$ cat src/rtl/hazard_detection_unit.sv
// Issue-side hazard detection: scoreboards in-flight register writes and the mul/div unit, stalls ID.
// Optional macro FORWARDING_EN: when undefined, every writer stays pending FWD_GAP extra cycles.
module hazard_detection_unit #(
    parameter int ALU_LAT  = 0,
    parameter int LOAD_LAT = 1,
    parameter int MD_LAT   = 4,
    parameter int FWD_GAP  = 2,
    parameter int LAT_W    = 3
) (
    input  logic        clk,
    input  logic        rst_n,
    input  logic        valid_ID,
    input  logic [4:0]  src1_ID,
    input  logic [4:0]  src2_ID,
    input  logic        src2_used_ID,
    input  logic [4:0]  dest_ID,
    input  logic        WB_EN_ID,
    input  logic        MEM_R_EN_ID,
    input  logic        MD_EN_ID,
    input  logic        flush,
    output logic        stall,
    output logic        md_busy,
    output logic [31:0] stall_count
);

`ifdef FORWARDING_EN
    localparam int GAP = 0;
`else
    localparam int GAP = FWD_GAP;
`endif

    localparam logic [LAT_W-1:0] L_ALU  = LAT_W'(ALU_LAT + GAP);
    localparam logic [LAT_W-1:0] L_LOAD = LAT_W'(LOAD_LAT + GAP);
    localparam logic [LAT_W-1:0] L_MD   = LAT_W'(MD_LAT + GAP);
    localparam logic [LAT_W-1:0] MD_OCC = LAT_W'(MD_LAT);

    // A younger write must never shorten an older pending window.
    function automatic logic [LAT_W-1:0] lat_max(input logic [LAT_W-1:0] a,
                                                 input logic [LAT_W-1:0] b);
        return (a > b) ? a : b;
    endfunction

    logic [31:0]      pend;
    logic [LAT_W-1:0] cnt [1:31];
    logic [LAT_W-1:0] md_cnt;

    logic             raw1;
    logic             raw2;
    logic             md_hazard;
    logic             issue;
    logic [LAT_W-1:0] lat;

    always_comb begin
        raw1      = (src1_ID != 5'd0) && pend[src1_ID];
        raw2      = src2_used_ID && (src2_ID != 5'd0) && pend[src2_ID];
        md_hazard = MD_EN_ID && (md_cnt != '0);
        stall     = valid_ID && !flush && (raw1 || raw2 || md_hazard);
        issue     = valid_ID && !flush && !stall;
        if (MEM_R_EN_ID)
            lat = L_LOAD;
        else if (MD_EN_ID)
            lat = L_MD;
        else
            lat = L_ALU;
    end

    assign md_busy = (md_cnt != '0);

    // Scoreboard, mul/div occupancy and stall statistics; pend[0] is never set.
    always_ff @(posedge clk or negedge rst_n) begin
        if (!rst_n) begin
            pend        <= '0;
            md_cnt      <= '0;
            stall_count <= '0;
            for (int r = 1; r < 32; r++)
                cnt[r] <= '0;
        end else begin
            for (int r = 1; r < 32; r++) begin
                if (issue && WB_EN_ID && (dest_ID == 5'(r)) && (lat != '0)) begin
                    cnt[r]  <= lat_max(cnt[r] - LAT_W'(pend[r]), lat);
                    pend[r] <= 1'b1;
                end else if (pend[r]) begin
                    cnt[r]  <= cnt[r] - LAT_W'(1);
                    pend[r] <= (cnt[r] != LAT_W'(1));
                end
            end

            if (issue && MD_EN_ID)
                md_cnt <= MD_OCC;
            else if (md_cnt != '0)
                md_cnt <= md_cnt - LAT_W'(1);

            if (stall)
                stall_count <= stall_count + 32'd1;
        end
    end

endmodule
$ cat config.mk
export PLATFORM = sky130hd
export DESIGN_NAME = hazard_detection_unit
export DESIGN_NICKNAME = d
export VERILOG_FILES = /design/src/rtl/hazard_detection_unit.sv
export SDC_FILE = /design/constraint.sdc
export NUM_CORES = 1
export LEC_CHECK = 0
export BUFFER_PORTS_ARGS = -buffer_cell sky130_fd_sc_hd__buf_2
export CAP_MARGIN = 20
export CORE_ASPECT_RATIO = 1.75
export CORE_UTILIZATION = 55
export CTS_CLUSTER_SIZE = 24
export DETAILED_ROUTE_END_ITERATION = 10
export GPL_TIMING_DRIVEN = 0
export MAX_ROUTING_LAYER = met4
export PLACE_DENSITY = 0.86
export SYNTH_ARGS = -nofsm -noshare
export SYNTH_HDL_FRONTEND = slang
export SYNTH_SLANG_ARGS = --single-unit
$ cat constraint.sdc
create_clock -name clk -period 2.4 [get_ports clk]
set_input_delay 0.12 -clock clk [delete_from_list [all_inputs] [get_ports clk]]
set_output_delay 0.12 -clock clk [all_outputs]
set_load 0.01 [all_outputs]
# [Word level (Yosys, flattened, before mapping)]
# Cells that the tools add are included.
[classes] add_sub_neg=64 multipliers=0 div=0 magnitude_cmp=33 eq_ne=62 n_shift=0 muxes=163 bitwise_logic=0 reduce_logical=111
[ops] operator="3-bit two-way mux" n=97
[ops] operator="3-bit by 1-bit subtractor with 3-bit output (second input constant)" n=32
[ops] operator="3-bit > comparator" n=31
[ops] operator="3-bit by 1-bit inequality test with 1-bit output (second input constant)" n=31
[ops] operator="3-bit by 1-bit subtractor with 3-bit output" n=31
[ops] operator="5-bit equality test (second input constant)" n=16
[ops] operator="1-bit logical AND" n=71
[ops] operator="1-bit two-way mux" n=64
[ops] operator="2-bit nonzero test" n=32
[ops] operator="5-bit by 4-bit equality test with 1-bit output (second input constant)" n=8
[ops] operator="32-bit by 1-bit adder with 32-bit output (second input constant)" n=1
[ops] operator="5-bit by 3-bit equality test with 1-bit output (second input constant)" n=4
[ops] operator="5-bit by 6-bit < comparator with 1-bit output (second input constant)" n=2
[ops] operator="1-bit binary-select mux with 5-bit select" n=2
[ops] operator="5-bit by 2-bit equality test with 1-bit output (second input constant)" n=2
[ops] operator="5-bit nonzero test" n=2
[ops] operator="3-bit nonzero test" n=2
[ops] operator="5-bit by 1-bit equality test with 1-bit output (second input constant)" n=1
[ops] operator="1-bit zero test" n=2
[ops] operator="1-bit logical OR" n=2
[word_totals] register_bits=159 latchBits=0 ramBits=0 rom_bits=0 input_bits=23 out_inout_bits=34 memories=0

# [Longest topological paths before layout]
# Gate-level depths: netlist of the first run.
[logic_depth] ltp_word=12 depth_mapped=11

# [Worst setup path before layout of the first run]
# No wires, ideal clock.
[synth_path] path_type="input port to flip-flop" start="input port MEM_R_EN_ID" end="register cnt[87] (netlist bit)" setup_ps=128 arrival_time_ps=2841 t_required_ps=2272 slack_ps=-569 path_stages=7 n_path_buf=1 path_cell_list="clkbuf_1 > nand2b_1 > ha_1 > nor3b_1 > o21ai_0 > mux2i_1 > mux2i_1"
[synth_between] elab_chain_len=4
[synth_lines] element="from (decl)" line_no="18" rtl="input logic MEM_R_EN_ID,"
[synth_lines] element="3-bit two-way mux *" line_no="59" rtl="if (MEM_R_EN_ID)"
[synth_lines] element="3-bit > comparator / 3-bit nonzero test (equally long branches)" line_no="40, 79"
[synth_lines] element="3-bit two-way mux / 1-bit logical AND (equally long branches)" line_no="40, 79"
[synth_lines] element="3-bit two-way mux / 2-bit nonzero test (equally long branches)"
[synth_lines] element="to (signal, indexed assignment)" line_no="80" rtl="cnt[r] <= lat_max(cnt[r] - LAT_W'(pend[r]), lat);"
[synth_lines] element="to (signal, indexed assignment)" line_no="83" rtl="cnt[r] <= cnt[r] - LAT_W'(1);"
[synth_lines] element="to (decl)" line_no="44" rtl="logic [LAT_W-1:0] cnt [1:31];"
# Every way passes the cells marked *; elsewhere a longest branch is shown, timed or not.
# A chain may end at the register's enable or synchronous reset.

# [Final worst setup path of the first run]
[layout_path] start="register pend[22]" end="register cnt[13] (netlist bit)"
[layout_between] elab_chain_len=12
[layout_lines] element="from (decl)" line_no="43" rtl="logic [31:0] pend;"
[layout_lines] element="from (signal, indexed assignment)" line_no="84" rtl="pend[r] <= (cnt[r] != LAT_W'(1));"
[layout_lines] element="1-bit binary-select mux with 5-bit select (on tied branches)" line_no="54, 55"
[layout_lines] element="1-bit two-way mux (on tied branches)" line_no="54, 55"
[layout_lines] element="1-bit logical AND (on tied branches)" line_no="54, 55"
[layout_lines] element="1-bit logical OR * (2 in series)" line_no="57" rtl="stall = valid_ID && !flush && (raw1 || raw2 || md_hazard);"
[layout_lines] element="1-bit logical AND *" line_no="57"
[layout_lines] element="1-bit zero test *" line_no="58" rtl="issue = valid_ID && !flush && !stall;"
[layout_lines] element="1-bit logical AND *" line_no="58"
[layout_lines] element="1-bit logical AND * (3 in series)" line_no="79" rtl="if (issue && WB_EN_ID && (dest_ID == 5'(r)) && (lat != '0)) begin"
[layout_lines] element="3-bit two-way mux / 2-bit nonzero test (equally long branches)"
# Every way passes the cells marked *; elsewhere a longest branch is shown, timed or not. The select of a mux whose other input is x is not followed.

==> results of run 1 <==
-- report_power, final --
part           internal [W]  switching (W)
sequential          0.00361        0.00117
clock               0.00175        0.00132
combinational       0.00384        0.00526
total               0.00921        0.00775
-- logic make-up (layout without fill, tap and decap cells) --
kind of cell	Yosys count	in the layout	share of synthesized area [%]
simple gates	332	334	14.5
fa+ha+maj	220	220	21.9
buf+inv	173	345	5.62
flops	159	159	31.7
compound gates	152	152	7.05
xor+xnor	125	125	8.72
mux	112	112	10.5
other cells	0	11	0
-- worst max-delay path, delay by kind of cell, from the launching register on --
| kind | cells | cell delay (ns) |
|---|---|---|
| AO/OA/AOI/OAI | 2 | 0.40 |
| multiplexers | 3 | 1.64 |
| flip-flops | 1 | 0.53 |
| AND/OR/NAND/NOR | 2 | 0.57 |
| buffers and inverters | 2 | 0.35 |
-- layer usage --
metal	share of wire, %	GRT usage [%]	up-vias
li1	-	-	4731
met3	15	15.2	557
met4	11	29.3	0
met1	30	36.1	5717
met5	0	-	-
met2	45	58.2	1130
-- through the flow --
| stage | hold WS [ns] | power, W | setup WS (ns) | instance area (um2) |
|---|---|---|---|---|
| floorplan | -0.176 | 0.00960 | -0.136 | 12600 |
| global placement | 0.390 | 0.0106 | -1.66 | 13300 |
| detailed placement | 0.107 | 0.0112 | -1.18 | 13300 |
| CTS | 0.00932 | 0.0148 | -0.338 | 15200 |
| global route | 0.0489 | 0.0177 | -1.35 | 15800 |
| finish | 0.0602 | 0.0170 | -1.21 | 15800 |
-- timing repair --
item	4_1_cts	5_1_grt
gates cloned	5	1
setup buffers	38	46
gates resized for setup	178	84
hold buffers	1	0
pin swaps	49	41
hold endpoints to repair	65	0
setup endpoints to repair	157	159
-- flip-flops by register name (all words and copies together), names as in the netlist --
name / cells
md_cnt: 3
pend: 31
stall_count: 32
cnt: 93
-- worst max-delay path by stage --
stage | startpoint | to | slack [ns] | cells after the start
after CTS | pend[11] | stall | -0.34 | 9
after global routing | pend[21] | cnt[75] | -1.35 | 11
after global placement | MEM_R_EN_ID | cnt[87] | -1.66 | 8
after floorplan | pend[15] | cnt[40] | -0.14 | 9
after detailed placement | MEM_R_EN_ID | cnt[87] | -1.18 | 8
final | pend[22] | cnt[13] | -1.21 | 9
-- cell usage in the layout (no fill, tap or decap), types with 7 or more instances in the layout --
cell	n
buf_8	13
a21oi_1	50
a31oi_1	16
nand2_2	8
clkbuf_1	7
clkbuf_8	15
mux4_2	13
xnor2_1	33
ha_1	220
o21ai_0	45
nand2_1	84
dfrtp_2	11
clkbuf_16	17
diode_2	11
inv_1	131
nand4_1	11
nor3b_1	27
buf_4	58
a21o_1	25
buf_2	51
nand2b_1	20
mux2_2	10
mux2i_1	64
nor2_1	59
mux2_4	21
nor4_4	12
xor2_1	91
nand3_1	10
buf_6	29
and4_1	12
nor3_4	7
nand3b_1	24
dfrtp_1	148
and4_4	9
-- area by class of cell --
class,instances,area share [%]
sequential,159,25.2
antenna,11,0.174
multi-input combinational,943,55.0
timing repair buffer,145,7.62
clock buffer,21,3.03
inverter,131,3.10
tap,296,2.34
clock inverter,11,0.956
buffer,37,2.55
==> reports/qor.csv, run 1 <==
stage,metric,value,unit
detailed_routing,via_count,12135,
floorplan,die_h,202,um
yosys,synth_most_common_cell,ha_1,
timing,worst_slack,-1.21,ns
finish,instances_no_fill,1754,
timing,period_share,150,%
detailed_routing,drt_iter0_markers,1786,
timing,max_freq,277,MHz
finish,regArea,0.00399,mm2
yosys,ys_seq_area_share,31.7,%
setup_path,cp.required,2.77,ns
setup_path,regToRegEndpoint,cnt[13],
global_routing,grt_max_degree,95,
cts,clockBufferDepth,2,
detailed_routing,dr.pass1.iters,8,
setup_path,critPathKind,reg2reg,
timing,rsz0062_at_grt,true,
floorplan,die_w,116,um
yosys,synth_commonest_cells,"ha_1 (220), dfrtp_1 (159), inv_1 (131)",
yosys,synth.net_count,1516,
min_path,hp-start,MD_EN_ID,
cts,path_clk_slew,0.07,ns
placed_design,dpl.hpwl,20200,um
yosys,netlist_instances,1273,
yosys,synth.top_cells.by_area,"dfrtp_1 (32%), ha_1 (22%), xor2_1 (6.4%), mux2i_1 (5.4%), inv_1 (3.9%)",
placed_design,place.gp.congestion,0.899,
setup_path,worst_path_max_delay_cell,mux2i_1,
setup_path,reg2reg_slack,-1.21,ns
global_routing,grt_pass1_wl,64000,um
yosys,async_reset_ff_share,100,%
setup_path,arrival,3.98,ns
setup_path,worst-r2r-cell-count,9,
finish,synthToLayoutAreaGrowth,26.1,%
yosys,syn_area,0.0126,mm2
run_status,violations,negative setup slack,
cts,clk_root_buffer_cell,clkbuf_16,
timing,period_needed,3.61,ns
min_path,whs_endpoint,md_cnt[1],
finish,fin_util,71.2,%
global_routing,grt_pass1_vias,12083,
placed_design,dp_cells,1622,
power,power_density,1070,mW/mm2
cts,htreeDepth,4,
setup_path,path_cells,mux4_2 > mux2i_1 > a31oi_1 > o311a_1 > nor2_4 > buf_6 > and4_1 > clkbuf_8 > mux2_2,
timing,worst_slew_pin_slew,1.36,ns
yosys,synth_flop_cell,dfrtp_1,
cts,cts_sinks,159,
finish,fin_nets,1677,
yosys,yosysUniqueCellTypes,45,
run_status,status,"finished, violations left",
floorplan,rows,72,
detailed_routing,drc_errors,0,
finish,multiInputGateArea,0.00871,mm2
setup_path,cp_slowest_stage_delay,0.68,ns
timing,hold_viol,0,
timing,finClkSkew,0.0111,ns
global_routing,antenna_found_initial,11,
timing,setup-violations-final,160,
setup_path,path_max_fanout,8,
global_routing,gr-usage-all-layers,37.4,%
finish,drive_above_1_share,24.0,%
cts,cts_buffers,17,
floorplan,coreArea,0.0223,mm2
finish,fillers,1156,
yosys,yosysTopAreaCell,dfrtp_1,
cts,cts_tree,done,
detailed_routing,ant_nets,0,
global_routing,overflow,0,
cts,clock_latency,0.48,ns
floorplan,io_pins,57,
timing,relSlewSlack,9.24,%
setup_path,r2r_start,pend[22],
detailed_routing,vias_per_cell,6.92,
floorplan,die_area,0.0235,mm2
yosys,ys_ff_latch,159,
power,vdd_drop_max,0.000711,V
setup_path,cp-start-kind,flip-flop,
setup_path,worstSetupEndpointType,flip-flop,
detailed_routing,wl_per_cell,29.4,um
placed_design,numPortBuffers,52,
yosys,synth_top_area_share,31.7,%
yosys,synth_edf_count,0,
yosys,syn_avg_cell_area,9.87,um2
flow_run,maxCapViolCount,0,
yosys,yosysWarnings,1,
timing,setup_tns,-150.40,ns
floorplan,start_util,56.4,%
min_path,hp-class,in2reg,
power,power.leakage,8.15,nW
min_path,min_path_cells,2,
detailed_routing,finalWirelength,51600,um
timing,slew_viol_final,0,
Power figures use the tool's default switching activity.
==> run 2, diff against run 1 <==
--- a/config.mk
+++ b/config.mk
@@ -13,7 +13,7 @@
 export DETAILED_ROUTE_END_ITERATION = 10
 export GPL_TIMING_DRIVEN = 0
 export MAX_ROUTING_LAYER = met4
-export PLACE_DENSITY = 0.86
+export PLACE_DENSITY = 0.83
 export SYNTH_ARGS = -nofsm -noshare
 export SYNTH_HDL_FRONTEND = slang
 export SYNTH_SLANG_ARGS = --single-unit
==> constraint.sdc (replaced) <==
create_clock -name clk -period 4.2 [get_ports clk]
set_input_delay 0.21 -clock clk [delete_from_list [all_inputs] [get_ports clk]]
set_output_delay 0.21 -clock clk [all_outputs]
set_load 0.01 [all_outputs]
==> run 2 against run 1 <==
  * The flow now finishes without violations
  * Non-clock buffer count decreased by 85
  * Setup slack improved by 2.1 ns
  * Wire length decreased by 46%
  * Die area unchanged
  * Sequential share of layout area increased by 3.4 points
  * Register-to-register slack improved by 2.3 ns
  * First-iteration DRC count decreased by 68%
  * Sequential power decreased by 46%
  * Clock skew about the same
  * Combinational power decreased by 58%
  * Critical path depth unchanged
  * Global-route usage decreased by 11 points
  * Largest cell class unchanged
==> reports/qor.csv, run 2 (synthesis gave the netlist of run 1 again) <==
stage,metric,value,unit
min_path,min_path_cells,2,
detailed_routing,via_count,9520,
finish,final_common_cell,ha_1,
power,power.leakage,7.33,nW
flow_run,maxCapViolCount,0,
cts,cts_sinks,159,
finish,drive_above_1_share,12.1,%
placed_design,numPortBuffers,52,
floorplan,die_area,0.0235,mm2
timing,worst_slew_pin_slew,1.05,ns
timing,setup_tns,0,ns
setup_path,reg2reg_slack,1.08,ns
setup_path,cp.required,4.52,ns
finish,regMostFlops,cnt,
floorplan,coreArea,0.0223,mm2
placed_design,place.gp.congestion,0.853,
finish,fillers,1696,
timing,period_share,79.9,%
timing,setup-violations-final,0,
power,p_int,0.00498,W
finish,reg_top3,"cnt x93, stall_count x32, pend x31",
timing,hold_viol,0,
detailed_routing,vias_per_cell,5.75,
cts,path_clk_slew,0.06,ns
setup_path,worstSetupEndpointType,flip-flop,
global_routing,grt_max_degree,96,
min_path,whs_endpoint,md_cnt[1],
setup_path,regToRegEndpoint,cnt[79],
setup_path,path_buf_inv,2,
cts,clockBufferDepth,2,
setup_path,critical-path-top-delay-family,buffers and inverters,
setup_path,worst-r2r-cell-count,9,
setup_path,r2r_start,pend[14],
detailed_routing,finalWirelength,27900,um
placed_design,place_area,0.0132,mm2
detailed_routing,drc_errors,0,
power,clkPwrFrac,21.9,%
min_path,hp-start,MD_EN_ID,
global_routing,overflow,0,
run_status,status,finished clean,
finish,largest_reg_flops,93,
power,power_density,588,mW/mm2
floorplan,io_pins,57,
setup_path,arrival,3.67,ns
finish,final_cell_area,0.0139,mm2
setup_path,path_max_fanout,62,
timing,slew_viol_final,0,
cts,cts_setup_buffers,0,
power,switching_power,0.00321,W
detailed_routing,drt_iter0_markers,570,
min_path,hp-class,in2reg,
timing,max_freq,298,MHz
timing,finClkSkew,0.0107,ns
detailed_routing,dr.pass1.iters,5,
timing,rsz0062_at_grt,false,
cts,cts_buffers,17,
floorplan,start_util,56.4,%
power,vdd_drop_max,0.000334,V
setup_path,cp-start-kind,input port,
floorplan,rows,72,
setup_path,worst_path_max_delay_cell,nand2b_4,
finish,fin_util,62.6,%
cts,clock_latency,0.45,ns
detailed_routing,ant_nets,0,
power,swShare,39.1,%
global_routing,gr-usage-all-layers,26.3,%
power,seqPwrFrac,31.6,%
setup_path,path_cells,buf_2 > clkbuf_1 > nand2b_4 > ha_1 > nor3b_1 > o21ai_0 > nor2_1 > a21oi_1 > mux2i_1,
timing,period_needed,3.35,ns
cts,clk_root_buffer_cell,clkbuf_16,
finish,synthToLayoutAreaGrowth,10.9,%
placed_design,dp_cells,1622,
finish,most-common-layout-cells,"ha_1 (220), dfrtp_1 (159), inv_1 (131), nand2_1 (100), xor2_1 (92)",
timing,relSlewSlack,29.7,%
power,power,0.00819,W
detailed_routing,wl_per_cell,16.9,um
setup_path,critPathKind,in2reg,
global_routing,grt_pass1_vias,10150,
global_routing,grt_pass1_wl,47000,um
placed_design,dpl.hpwl,19700,um
setup_path,cp_slowest_stage_delay,0.88,ns
floorplan,die_w,116,um
cts,htreeDepth,4,
power,pwr-share-comb,46.5,%
cts,cts_tree,done,
floorplan,die_h,202,um
finish,fin_nets,1590,
global_routing,antenna_found_initial,1,
finish,instances_no_fill,1656,
-- run 2: cell count changes in the layout (fill, tap and decap cells not counted), moves of 10 or more --
cell / previous run / this run
clkbuf_2: 4 / 17
dfrtp_1: 148 / 159
buf_4: 58 / 2
diode_2: 11 / 1
mux2_4: 21 / 0
nand2_1: 84 / 100
clkbuf_8: 15 / 2
nor4_4: 12 / 0
nor4_1: 0 / 12
buf_6: 29 / 3
mux2_2: 10 / 31
clkbuf_1: 7 / 18
buf_8: 13 / 1
dfrtp_2: 11 / 0
-- run 2: power by group through the flow --
stage	logic (W)	clock network, W	registers [W]
after CTS	0.00382	0.00181	0.00259
after global placement	0.00346	0	0.00257
after floorplan	0.00294	0	0.00248
after global routing	0.00442	0.00187	0.00266
final	0.00381	0.00179	0.00259
after detailed placement	0.00373	0	0.00260
-- run 2: worst max path at each step --
stage	slack [ns]	cells after the start	to	from
3_5_place_dp	0.47	8	cnt[87]	MEM_R_EN_ID
4_1_cts	0.93	8	cnt[87]	MEM_R_EN_ID
5_1_grt	0.67	9	cnt[15]	MEM_R_EN_ID
6_report	0.85	9	cnt[15]	MEM_R_EN_ID
3_3_place_gp	-1.24	8	cnt[87]	MEM_R_EN_ID
2_1_floorplan	1.14	7	cnt[87]	MEM_R_EN_ID
-- run 2: routing by layer --
| metal | up-vias | track usage (%) | wire [um] |
|---|---|---|---|
| li1 | 4533 | - | - |
| met1 | 4632 | 25.6 | 10400 |
| met2 | 262 | 47.0 | 14900 |
| met3 | 93 | 5.64 | 1340 |
| met4 | 0 | 14.5 | 1310 |
| met5 | - | - | 0 |
-- run 2: per-stage QoR --
step                worst slack [ns]  hold slack (ns)
floorplan                       1.14          -0.0856
global placement               -1.24            0.450
detailed placement             0.467            0.288
CTS                            0.927           0.0333
global route                   0.672           0.0533
finish                         0.845           0.0474
-- run 2: cell type report --
| cell class | instances | area, um2 | area share, % |
|---|---|---|---|
| buffer | 42 | 214 | 1.54 |
| clock buffer | 21 | 460 | 3.31 |
| timing repair buffer | 55 | 313 | 2.25 |
| antenna | 1 | 2.50 | 0.0180 |
| multi-input combinational | 941 | 7890 | 56.6 |
| sequential | 159 | 3980 | 28.6 |
| clock inverter | 10 | 209 | 1.50 |
| tap | 296 | 370 | 2.66 |
| inverter | 131 | 492 | 3.53 |
-- run 2: worst register-to-register path: stages (launching register included) --
cell      delay [ns]
dfrtp_1         0.50
mux4_2          0.50
mux2_2          0.30
a32oi_1         0.26
nand3_1         0.13
nor2_2          0.18
clkbuf_2        0.29
and4_1          0.30
clkbuf_2        0.19
mux2_2          0.35
-- run 2: what timing repair did --
item | in CTS | in global routing
hold buffers | 1 | 0
resized for setup | 0 | 0
endpoints found under the hold margin | 94 | 0
